`config.mk`:
```
export PLATFORM = sky130hd
export DESIGN_NAME = onehot_scan_dec_flat
export DESIGN_NICKNAME = d
export VERILOG_FILES = /design/src/rtl/onehot_scan_dec_if.sv /design/src/rtl/onehot_scan_dec.sv /design/src/flat_wrapper.sv
export SDC_FILE = /design/constraint.sdc
export NUM_CORES = 1
export LEC_CHECK = 0
export BUFFER_PORTS_ARGS = -buffer_cell sky130_fd_sc_hd__buf_2
export CORE_MARGIN = 1.5
export CORE_UTILIZATION = 25
export DETAILED_ROUTE_END_ITERATION = 6
export PLACE_DENSITY = 0.41
export SLEW_MARGIN = 20
export SYNTH_ARGS = -nofsm -noshare
export SYNTH_HDL_FRONTEND = slang
export SYNTH_SLANG_ARGS = --single-unit
```
`constraint.sdc`:
```
create_clock -name clk -period 5.1 [get_ports clk]
set_input_delay 0.765 -clock clk [delete_from_list [all_inputs] [get_ports clk]]
set_output_delay 0.765 -clock clk [all_outputs]
set_load 0.02 [all_outputs]
```
`src/rtl/onehot_scan_dec_if.sv`:
```
// onehot_scan_dec_if: control inputs and registered select outputs of the one-hot scan decoder
interface onehot_scan_dec_if #(parameter int AW = 3, parameter int DW = 16);
  logic en;
  logic mode;
  logic dir;
  logic [AW-1:0] a;
  logic [DW-1:0] dwell;
  logic [(1<<AW)-1:0] x;
  logic [AW-1:0] idx;
  logic wrap;
  modport master (output en, mode, dir, a, dwell, input x, idx, wrap);
  modport slave (input en, mode, dir, a, dwell, output x, idx, wrap);
endinterface

```
`src/rtl/onehot_scan_dec.sv`:
```
// onehot_scan_dec: registered binary-to-one-hot decoder with a self-running dwell-timed scan mode
module onehot_scan_dec #(
  parameter int AW = 3,
  parameter int DW = 16
) (
  input logic clk,
  input logic rst_n,
  onehot_scan_dec_if.slave bus
);
  localparam int N = 1 << AW;
  typedef enum logic [1:0] {IDLE, DIRECT, SCAN} state_t;
  state_t state_q, state_d;
  logic [AW-1:0] idx_q, idx_d;
  logic [DW-1:0] cnt_q, cnt_d;
  logic [N-1:0] x_q, x_d;
  logic wrap_q, wrap_d, step;
  always_comb begin
    state_d = state_q;
    idx_d = idx_q;
    cnt_d = cnt_q;
    wrap_d = 1'b0;
    step = cnt_q >= bus.dwell;
    if (!bus.en) begin
      state_d = IDLE;
      cnt_d = '0;
    end else if (state_q == SCAN && bus.mode) begin
      cnt_d = step ? '0 : cnt_q + 1'b1;
      idx_d = step ? (bus.dir ? idx_q - 1'b1 : idx_q + 1'b1) : idx_q;
      // wrap edge is index N-1 going up, index 0 going down
      wrap_d = step && (idx_q == {AW{~bus.dir}});
    end else begin
      state_d = bus.mode ? SCAN : DIRECT;
      idx_d = bus.a;
      cnt_d = '0;
    end
    x_d = (state_d == IDLE) ? '0 : N'(1) << idx_d;
  end
  always_ff @(posedge clk) begin
    if (!rst_n) begin
      state_q <= IDLE;
      idx_q <= '0;
      cnt_q <= '0;
      x_q <= '0;
      wrap_q <= 1'b0;
    end else begin
      state_q <= state_d;
      idx_q <= idx_d;
      cnt_q <= cnt_d;
      x_q <= x_d;
      wrap_q <= wrap_d;
    end
  end
  assign bus.x = x_q;
  assign bus.idx = idx_q;
  assign bus.wrap = wrap_q;
endmodule

```
`src/flat_wrapper.sv`:
```
// flat-port wrapper written by rule: the top's interface ports become plain ports
module onehot_scan_dec_flat 
#(
  parameter int AW = 3,
  parameter int DW = 16
)
  (clk, rst_n, bus_en, bus_mode, bus_dir, bus_a, bus_dwell, bus_x, bus_idx, bus_wrap);
  onehot_scan_dec_if #(.AW(AW), .DW(DW)) bus_i ();
  input logic clk;
  input logic rst_n;
  input wire logic [$bits(bus_i.en)-1:0] bus_en;
  input wire logic [$bits(bus_i.mode)-1:0] bus_mode;
  input wire logic [$bits(bus_i.dir)-1:0] bus_dir;
  input wire logic [$bits(bus_i.a)-1:0] bus_a;
  input wire logic [$bits(bus_i.dwell)-1:0] bus_dwell;
  output wire logic [$bits(bus_i.x)-1:0] bus_x;
  output wire logic [$bits(bus_i.idx)-1:0] bus_idx;
  output wire logic [$bits(bus_i.wrap)-1:0] bus_wrap;
  assign bus_i.en = bus_en;
  assign bus_i.mode = bus_mode;
  assign bus_i.dir = bus_dir;
  assign bus_i.a = bus_a;
  assign bus_i.dwell = bus_dwell;
  assign bus_x = bus_i.x;
  assign bus_idx = bus_i.idx;
  assign bus_wrap = bus_i.wrap;
  onehot_scan_dec #(.AW(AW), .DW(DW)) u_core (.clk(clk), .rst_n(rst_n), .bus(bus_i));
endmodule
```
# Yosys cells after proc, flatten, opt, wreduce, memory -nomap -nowiden
# Index checks and enable logic that the tools add are counted.
[word_totals]
register_bits = 30
input_bits = 24
out_inout_bits = 12
wordCells = 29
[op_classes]
n_addsub = 3
magnitude_cmp = 1
eq_ne = 2
n_shift = 1
muxes = 7
bitwise = 4
n_reduce_logical = 6
[ops]
columns = ["op", "count"]
rows = [
  ["16-bit by 1-bit adder with 16-bit output, second input constant", 1],
  ["16-bit greater-or-equal comparator", 1],
  ["3-bit 2-to-1 mux", 4],
  ["1-bit by 3-bit left shift with 8-bit output, first input constant", 1],
  ["2-bit 2-to-1 mux", 3],
  ["1-bit inverter", 4],
  ["4-bit OR reduction", 1],
  ["3-bit by 1-bit adder with 3-bit output, second input constant", 1],
  ["3-bit equality test", 1],
  ["3-bit AND reduction", 1],
  ["3-bit by 1-bit subtractor with 3-bit output, second input constant", 1],
  ["2-bit equality test, second input constant", 1],
  ["1-bit logical AND", 2],
  ["2-bit zero test", 1],
  ["2-bit OR reduction", 1],
]

# Logic depth before layout (Yosys ltp)
# Gate-level depths: netlist of run 1.
[depth]
word_depth = 6
depth_mapped = 10
mapped_depth_nobuf = 8

# Least setup slack after synthesis of run 1
# No wires, ideal clock.
[synth_path]
kind = "input to register"
from = "input port bus_dwell[13]"
to = "register u_core.x_q[1] (netlist: u_core.bus.x[1])"
setup_ps = 87
arrival_time_ps = 2528
required_ps = 5013
slack_ps = 2485
path_stages = 9
n_path_buf = 1
cell_sequence = "inv_1 -> ha_1 -> nand4_4 -> nor3_4 -> nand4b_2 -> and3_4 -> buf_6 -> o311a_4 -> nor4b_2"
[synth_between]
elab_chain_cells = 5
[synth_lines]
columns = ["element", "line", "text"]
rows = [
  ["start: declaration", "flat_wrapper.sv:15", "input wire logic [$bits(bus_i.dwell)-1:0] bus_dwell;"],
  ["16-bit greater-or-equal comparator", "onehot_scan_dec.sv:22", "step = cnt_q >= bus.dwell;"],
  ["3-bit 2-to-1 mux", "onehot_scan_dec.sv:28", "idx_d = step ? (bus.dir ? idx_q - 1'b1 : idx_q + 1'b1) : idx_q;"],
  ["3-bit 2-to-1 mux", "onehot_scan_dec.sv:26", "end else if (state_q == SCAN && bus.mode) begin"],
  ["3-bit 2-to-1 mux", "onehot_scan_dec.sv:23", "if (!bus.en) begin"],
  ["1-bit by 3-bit left shift with 8-bit output", "onehot_scan_dec.sv:36", "x_d = (state_d == IDLE) ? '0 : N'(1) << idx_d;"],
  ["end signal: assignment", "onehot_scan_dec.sv:43", "x_q <= '0;"],
  ["end signal: assignment", "onehot_scan_dec.sv:49", "x_q <= x_d;"],
  ["end: declaration", "onehot_scan_dec.sv:15", "logic [N-1:0] x_q, x_d;"],
]
# No other way between the ends.
# A chain may end at the register's enable or synchronous reset.

# Worst setup path in the final report of run 1
[layout_path]
from = "input port bus_dwell[0]"
to = "register u_core.cnt_q[8]"
[layout_between]
elab_chain_cells = 2
[layout_lines]
columns = ["element", "line", "text"]
rows = [
  ["16-bit greater-or-equal comparator", "onehot_scan_dec.sv:22", ""],
  ["4-bit OR reduction (no source line)", "--", ""],
  ["end signal: assignment", "onehot_scan_dec.sv:48", "cnt_q <= cnt_d;"],
  ["end: declaration", "onehot_scan_dec.sv:14", "logic [DW-1:0] cnt_q, cnt_d;"],
]
# No other way between the ends.

==> qor.txt, run 1 <==
Top FF cell, synth = dfxtp_1
grt total ovfl = 0
critical path class = in -> reg
Post-CTS Hold Fix Bufs = 0
initial antenna violation count = 0
clock-pin slew on the worst setup and hold paths = 0.07 ns
drt pass-1 iters = 3
sw frac = 0.257
post-route clock period utilization = 0.511
final WL = 4020 microns
Die W = 89.2 microns
largest family of logic cells by synthesized area = simple AND/OR/NAND/NOR gates
Max IR drop VDD = 0.114 mV
Worst Max-Slew Pin Slew = 0.418 ns
worst hold-check path type = reg -> reg
core area = 7210 sq um
Net Count, Synth = 244
fin util = 0.305
PD cells = 220 nW/um^2
post-synthesis sequential area ratio = 0.323
synthesized area per cell = 9.24 sq um
Cell Int Power = 359 uW
Hold Crit Start = u_core.cnt_q[0]
GRT Total Usage = 0.115
Hold Path End = u_core.cnt_q[0]
asr flop ratio synth = 0
Sink Count = 30
DP Wirelength = 3150 microns
DIE HEIGHT = 89.2 microns
post-CTS resize count = 0
run status = completed
Layout area overhead = 18.5%
Final #Nets = 281
worst-case clock buffer depth = 2
Seq cells post-synth = 30
root buffer cell = clkbuf_8
Post-synth EDFFs = 0
clock power share = 0.374
Synth Instances = 201
Routed Antenna Nets = 0
adder-cell share of the synthesized area = 0.132
Distinct cells, synth = 48
top cells by area, synth = dfxtp_1 (32%), ha_1 (12%), nor2_1 (5.7%)
area share of the largest cell type after synthesis = 0.323
hold path depth = 1
1st-iter DRT viols = 19
footprint of the multi-input gates = 1140 sq um
Crit. End Element = register
Setup-failing EPs final = 0
vias in the first global route = 1464
worst reg2reg startpoint = u_core.bus.idx[0]
largest net degree at the start of global routing = 17
placer's final routability congestion estimate = 0.742
most frequent cells after synthesis = dfxtp_1 (30), nor2_1 (28), inv_1 (22)
r2r worst-path depth = 8
DR WL/cell = 11.9 microns
FMAX = 0.384 GHz
maximum net fanout on the critical path = 16
via/cell ratio = 4.31
count leader, synth = dfxtp_1
IO Port Bufs = 35
critical path startpoint category = input pin
Die ar. = 7950 sq um
clock buffer count from CTS = 5
CTS tree = built
max-slew violation count = 0
Max transition margin = 0.721
Synthesis Warnings = 0
post-synth top area cell = dfxtp_1
setup TNS = 0 ns
Clock Latency Late Sink = 0.28 ns
Starting Density = 0.257
Seq pwr share = 0.501
mux contribution to synthesized area = 0
Ports = 36
first-pass GRT wire length = 6820 microns
setup slack, reg-to-reg = 2.53 ns
# diodes = 0
Reg area = 601 sq um
P_sw = 124 uW
fillers = 811
Comb pwr share = 0.125
CTS H-Tree Depth = 2
DRC viols = 0
WP data required = 5.31 ns
row count = 31
xor/xnor share of the synthesized area = 0.0708
Fin. Hold Viols = 0
min cycle time layout = 2.61 ns
RSZ-0062 raised after global routing = no
Max Cap Viol = 0
Compound-Gate Fraction of Synth Area = 0.132
Pleak = 0.000969 uW
Cell Area, Synth = 1860 sq um
Crit path arrival time = 2.82 ns
number of setup buffers added after CTS = 0
Simple-Gate Fraction of Synth Area = 0.280
skew final = 0.00943 ns
r2r endpoint = u_core.bus.x[4]
Via Count = 1452
layout cells sized above 1 = 0.244
[metrics by stage]
stage               area, sq um  power, uW  hold WS (ns)  cells  setup slack, ns
finish                     2200        483         0.478    337             2.49
global route               2200        508         0.510    337             2.33
CTS                        2200        493         0.486    337             2.47
detailed placement         2120        308         0.470    330             2.20
global placement           2120        308         0.468    330             2.16
floorplan                  1860        288         0.437    201             2.48
[worst max-delay path, cell delays in order]
cell,delay (ns)
buf_2,0.10
ha_1,0.27
nand2b_1,0.14
a2111oi_1,0.46
nand4b_2,0.26
and3_4,0.28
nand3_2,0.34
nor2_1,0.21
[sequential cells by signal (all words and copies together) (netlist names)]
name,flops
u_core.state_q,2
u_core.bus.x,8
u_core.cnt_q,16
u_core.bus.idx,3
u_core.bus.wrap,1
[layout by cell type, fill, tap and decap left out, types with 2 or more instances in the layout]
| cell | instances |
|---|---|
| buf_2 | 35 |
| dfxtp_1 | 30 |
| nor2_1 | 28 |
| inv_1 | 22 |
| ha_1 | 18 |
| nand2_1 | 13 |
| nand3_1 | 9 |
| xnor2_1 | 8 |
| xor2_1 | 7 |
| o21ai_0 | 5 |
| nor3_1 | 5 |
| clkbuf_8 | 5 |
| nand4_1 | 4 |
| a21oi_1 | 3 |
| and2_1 | 3 |
| and3_1 | 3 |
| nor4b_2 | 3 |
| a211oi_1 | 2 |
| nand2b_1 | 2 |
| nor4_1 | 2 |
| o22a_1 | 2 |
| o311a_4 | 2 |
| o311ai_4 | 2 |
| clkbuf_1 | 2 |
[worst max path at each step]
stage,startpoint,endpoint,slack (ns),cells past startpoint
finish,bus_dwell[0],u_core.cnt_q[8],2.49,8
global route,u_core.bus.idx[0],u_core.bus.x[4],2.33,8
CTS,bus_dwell[0],u_core.bus.x[0],2.47,8
detailed placement,bus_dwell[0],u_core.bus.x[0],2.20,8
global placement,bus_dwell[0],u_core.bus.x[0],2.16,8
floorplan,bus_dwell[13],u_core.bus.x[1],2.48,9
[cell type report]
| type | count | area share |
|---|---|---|
| inverter | 22 | 0.0375 |
| clock buffer | 7 | 0.0347 |
| sequential | 30 | 0.273 |
| tap | 99 | 0.0563 |
| multi-input combinational | 144 | 0.519 |
| timing repair buffer | 35 | 0.0796 |
[power by group through the flow]
stage	clock (uW)	sequential [uW]	combinational [uW]
3_3_place_gp	0	247	61.2
4_1_cts	190	242	61.6
2_1_floorplan	0	250	37.8
6_report	181	242	60.4
5_1_grt	198	242	67.2
3_5_place_dp	0	247	61.3
[routing by layer]
| metal | track usage | vias to the layer above | part of all wire |
|---|---|---|---|
| met4 | 0.0462 | 0 | 0.015 |
| met3 | 0.0295 | 7 | 0.043 |
| met2 | 0.188 | 28 | 0.46 |
| met5 | 0 | - | 0 |
| li1 | - | 768 | - |
| met1 | 0.145 | 649 | 0.48 |
[cells by family (layout without fill, tap and decap cells)]
family	after synthesis	in the layout
flops	30	30
xor+xnor	15	15
buf+inv	27	64
compound gates	23	23
simple gates	87	87
fa+ha+maj	19	19
(Power assumes the default switching activity.)
==> run 2, diff against run 1 <==
Clock period 5.1 ns to 2.4 ns, I/O delays scaled along.
==> run 2 against run 1 <==
Effect of this change:
- power grew 140%
- design area grew 6.8%
- worst hold slack lost 0.23 ns
- cell count grew 3.0%
- register-to-register slack lost 2.4 ns
- via count grew 0.48%
- sequential share of layout area shrank 1.7 points
- clock skew shrank 0.0052 ns
- sequential power grew 110%
- critical endpoint is now u_core.bus.x[1]
- setup slack lost 2.4 ns
- die area is the same
- critical path depth shrank 1
==> qor.txt, run 2 (synthesis results as in run 1) <==
run status = completed
Fin. Hold Viols = 0
commonest cells after routing, fill and taps aside = buf_2 (35), dfxtp_1 (29), nor2_1 (28)
Max IR drop VDD = 0.202 mV
Sink Count = 30
# diodes = 0
GRT Total Usage = 0.120
Starting Density = 0.257
max-slew violation count = 0
Comb pwr share = 0.122
Max Cap Viol = 0
Crit path arrival time = 2.47 ns
root buffer cell = clkbuf_8
largest net degree at the start of global routing = 17
Crit. End Element = register
crit path to = u_core.bus.x[1]
initial antenna violation count = 0
final WL = 4180 microns
critical path startpoint category = register
Post-CTS Hold Fix Bufs = 0
Clock Latency Late Sink = 0.29 ns
Die ar. = 7950 sq um
P_sw = 284 uW
post-route clock period utilization = 0.946
Cell Int Power = 875 uW
number of setup buffers added after CTS = 0
Via Count = 1459
min cycle time layout = 2.27 ns
Routed Antenna Nets = 0
placer's final routability congestion estimate = 0.699
CTS tree = built
worst hold-check path type = in -> reg
final worst slack = 0.130 ns
row count = 31
grt total ovfl = 0
vias in the first global route = 1438
setup TNS = 0 ns
DIE HEIGHT = 89.2 microns
critical path class = reg -> reg
IO Port Bufs = 35
Post-Place Worst Slack = -0.154 ns
Worst Max-Slew Pin Slew = 0.382 ns
Setup-failing EPs final = 0
CTS H-Tree Depth = 2
worst-case clock buffer depth = 2
drt pass-1 iters = 4
worst reg2reg startpoint = u_core.cnt_q[9]
clock-pin slew on the worst setup and hold paths = 0.07 ns
layout cells sized above 1 = 0.302
DP Wirelength = 3280 microns
Die W = 89.2 microns
setup slack, reg-to-reg = 0.13 ns
sw frac = 0.245
FMAX = 0.441 GHz
Seq pwr share = 0.440
WP data required = 2.60 ns
core area = 7210 sq um
max reg flops = 16
1st-iter DRT viols = 34
DRC viols = 0
most common cell after layout, fill and taps aside = buf_2
Layout area overhead = 26.5%
via/cell ratio = 4.20
Final #Nets = 290
clock power share = 0.438
Pleak = 0.00105 uW
PD cells = 493 nW/um^2
r2r worst-path depth = 7
Max transition margin = 0.745
Ports = 36
clock buffer count from CTS = 5
Biggest register = u_core.cnt_q
crit path launch = u_core.cnt_q[9]
skew final = 0.00423 ns
maximum net fanout on the critical path = 5
fin util = 0.326
r2r endpoint = u_core.bus.x[1]
first-pass GRT wire length = 7040 microns
DR WL/cell = 12.0 microns
run 2: worst max-delay path: stages (launching register included):
cell and delay [ns]:
dfxtp_2 0.34, ha_1 0.30, a21oi_2 0.18, nor3_2 0.08, or4_4 0.53, o41ai_4 0.39, a21oi_4 0.10, nor4b_2 0.27
run 2: metal layers:
layer / part of all wire / vias up / GRT usage
li1: - / 787 / -
met1: 0.49 / 638 / 0.150
met2: 0.45 / 28 / 0.192
met3: 0.047 / 6 / 0.0388
met4: 0.016 / 0 / 0.0462
met5: 0 / - / 0
run 2: worst min-delay path by stage:
stage                     startpoint           endpoint  cells past startpoint
finish                      bus_mode  u_core.state_q[0]                      2
global route                bus_mode  u_core.state_q[0]                      2
CTS                         bus_mode  u_core.state_q[0]                      2
detailed placement  u_core.cnt_q[15]   u_core.cnt_q[15]                      2
global placement    u_core.cnt_q[15]   u_core.cnt_q[15]                      2
floorplan                   bus_mode  u_core.state_q[0]                      1
run 2: timing repair:
item                       4_1_cts  5_1_grt
setup endpoints to repair        4        6
gates resized for setup          1        7
pin swaps                        0        1
run 2: stage by stage:
step | cells | total power [uW] | cell area, sq um | hold slack [ns]
4_1_cts | 347 | 1180 | 2320 | 0.240
5_1_grt | 347 | 1220 | 2350 | 0.257
6_report | 347 | 1160 | 2350 | 0.252
3_3_place_gp | 339 | 660 | 2200 | 0.506
2_1_floorplan | 201 | 612 | 1860 | 0.432
3_5_place_dp | 339 | 659 | 2200 | 0.516
run 2: power groups by stage:
stage	Combinational, uW	Clock (uW)	Sequential (uW)
3_5_place_dp	137	0	522
5_1_grt	159	552	511
4_1_cts	139	530	510
3_3_place_gp	138	0	522
6_report	141	508	510
2_1_floorplan	80.3	0	532
run 2: layout make-up:
cell class | count | area [sq um]
well taps | 99 | 124
clock inverters | 3 | 40.0
flip-flops and latches | 30 | 602
repair buffers | 44 | 255
clock buffers | 5 | 68.8
multi-input cells | 144 | 1180
fillers | 798 | 4860
inverters | 22 | 82.6
==> run 3, diff against run 2 <==
Settings changed: ABC_AREA set to 1, CORE_UTILIZATION 25 to 50, PLACE_DENSITY 0.41 to 0.73.
==> run 3 against run 2 <==
Effect of this change:
- first-iteration DRC count increased by 53%
- critical path depth increased by 5
- highest routed layer unchanged
- register-to-register slack improved by 0.29 ns
==> qor.txt, run 3 <==
slowest CP cell = dfxtp_1
DRC viols = 0
initial antenna violation count = 0
Via Count = 1479
CTS tree = built
Routed Antenna Nets = 0
Starting Density = 0.521
Setup-failing EPs final = 0
Pleak = 0.00101 uW
Biggest register = u_core.cnt_q
post-CTS resize count = 0
Synth Instances = 234
asr flop ratio synth = 0
FMAX = 0.504 GHz
PD cells = 496 nW/um^2
Clock Latency Late Sink = 0.33 ns
Post-CTS Hold Fix Bufs = 0
Synthesis Warnings = 0
Net Count, Synth = 277
Max transition margin = 0.810
core area = 3310 sq um
Worst Max-Slew Pin Slew = 0.283 ns
min cycle time layout = 1.98 ns
RSZ-0062 raised after global routing = no
critical path cell sequence = ha_1 > nand2_1 > inv_2 > nand2_1 > a21oi_1 > nor2_1 > nand2_2 > nand2_1 > nand3_1 > a21oi_1 > nand2_1 > nor2_1
top routing layer used = met4
Final #Nets = 318
post-route clock period utilization = 0.826
WP data required = 2.67 ns
r2r endpoint = u_core.bus.x[0]
Distinct cells, synth = 24
clock-pin slew on the worst setup and hold paths = 0.10 ns
Hold Crit Start = bus_mode
max reg flops = 16
clock buffer count from CTS = 5
grt total ovfl = 0
drt pass-1 iters = 4
skew final = 0.00873 ns
met2 wire len = 1320 microns
setup slack, reg-to-reg = 0.42 ns
post-synth top area cell = dfxtp_1
worst reg2reg startpoint = u_core.cnt_q[10]
run status = completed
critical path startpoint category = register
Ports = 36
DP Wirelength = 2300 microns
fin util = 0.613
critical path class = reg -> reg
vias in the first global route = 1291
area share of the largest cell type after synthesis = 0.348
# diodes = 0
final WL = 2900 microns
placer's final routability congestion estimate = 0.800
most frequent cells after synthesis = nand2_1 (44), inv_1 (40), nor2_1 (34)
maximum net fanout on the critical path = 6
Crit path arrival time = 2.26 ns
Post-synth EDFFs = 0
r2r worst-path depth = 12
row count = 21
setup TNS = 0 ns
synthesized area per cell = 7.37 sq um
Die W = 61.7 microns
GRT Total Usage = 0.177
Seq cells post-synth = 30
Worst path max stage delay = 0.44 ns
Max Cap Viol = 0
post-synthesis sequential area ratio = 0.348
root buffer cell = clkbuf_4
top cells by area, synth = dfxtp_1 (35%), ha_1 (13%), nand2_1 (9.6%)
Met3 Wirelength = 126 microns
CTS H-Tree Depth = 2
worst-case clock buffer depth = 2
Layout area overhead = 17.7%
Max IR drop VDD = 0.444 mV
count leader, synth = nand2_1
DIE HEIGHT = 61.7 microns
Fin. Hold Viols = 0
largest net degree at the start of global routing = 14
layout cells sized above 1 = 0.228
number of setup buffers added after CTS = 0
most common cell after layout, fill and taps aside = nand2_1
Die ar. = 3810 sq um
hold path depth = 2
Cell Area, Synth = 1730 sq um
fillers = 346
IO Port Bufs = 35
Hold Path End = u_core.state_q[0]
via/cell ratio = 4.59
DR WL/cell = 9.01 microns
max-slew violation count = 0
Routed met1 length = 1400 microns
cell mode on critical path = nand2_1
worst hold-check path type = in -> reg
Crit. End Element = register
Sink Count = 30
first-pass GRT wire length = 5020 microns
Top FF cell, synth = dfxtp_1
1st-iter DRT viols = 52
commonest cells after routing, fill and taps aside = nand2_1 (44), inv_1 (40), buf_2 (35)
==> run 3: cell types whose count changed in the layout (fill, tap and decap cells not counted), moves of 6 or more <==
cell / delta
inv_1: +18
nor2_1: +6
buf_4: -8
a21oi_1: +13
nand2_1: +31
==> run 3: final cells by class <==
type	count	area, sq um	area share
clock inverter	3	40.0	0.0197
multi-input combinational	158	951	0.468
clock buffer	5	37.5	0.0185
sequential	30	601	0.296
tap	46	57.6	0.0283
timing repair buffer	35	175	0.0863
inverter	45	169	0.0832
==> run 3: metrics by stage <==
| stage | std cells | hold WS (ns) | total power [uW] | worst slack (ns) | instance area, sq um |
|---|---|---|---|---|---|
| floorplan | 234 | 0.430 | 589 | 0.639 | 1730 |
| global placement | 314 | 0.447 | 627 | 0.398 | 1950 |
| detailed placement | 314 | 0.453 | 628 | 0.352 | 1950 |
| CTS | 322 | 0.196 | 1020 | 0.429 | 2030 |
| global route | 322 | 0.206 | 1060 | 0.159 | 2030 |
| finish | 322 | 0.208 | 1010 | 0.417 | 2030 |
==> run 3: critical path: cells and delay by family, from the launching register on <==
kind	cells	cell delay (ns)
flops	1	0.44
simple gates	8	0.91
compound gates	2	0.28
fa+ha+maj	1	0.27
buf+inv	1	0.04
==> run 3: cells by family after synthesis <==
family / count (synthesis) / synth area share
AOI/OAI and AO/OA: 22 / 0.0718
xor gates and xnor gates: 8 / 0.0406
buffers and inverters: 46 / 0.101
and+or+nand+nor: 109 / 0.297
adders and majority gates: 19 / 0.142
DFF: 30 / 0.348
==> run 3: worst max path at each step <==
stage	start	to	slack (ns)	cells after the start
after global placement	bus_dwell[13]	u_core.bus.x[7]	0.40	12
after floorplan	bus_dwell[15]	u_core.bus.x[0]	0.64	11
after global routing	u_core.cnt_q[10]	u_core.bus.x[6]	0.16	12
after CTS	u_core.cnt_q[10]	u_core.bus.x[7]	0.43	12
after detailed placement	bus_dwell[15]	u_core.bus.x[7]	0.35	12
final	u_core.cnt_q[10]	u_core.bus.x[0]	0.42	12
==> run 3: report_power, final <==
part	total, uW	switching (uW)	internal, uW
Combinational	105	61.5	43.4
Clock	392	176	216
Sequential	511	5.36	506
==> run 3: metal layers <==
layer	vias up	global-route usage
li1	811	-
met1	634	0.226
met2	30	0.280
met3	4	0.0580
met4	0	0.0669
met5	-	0
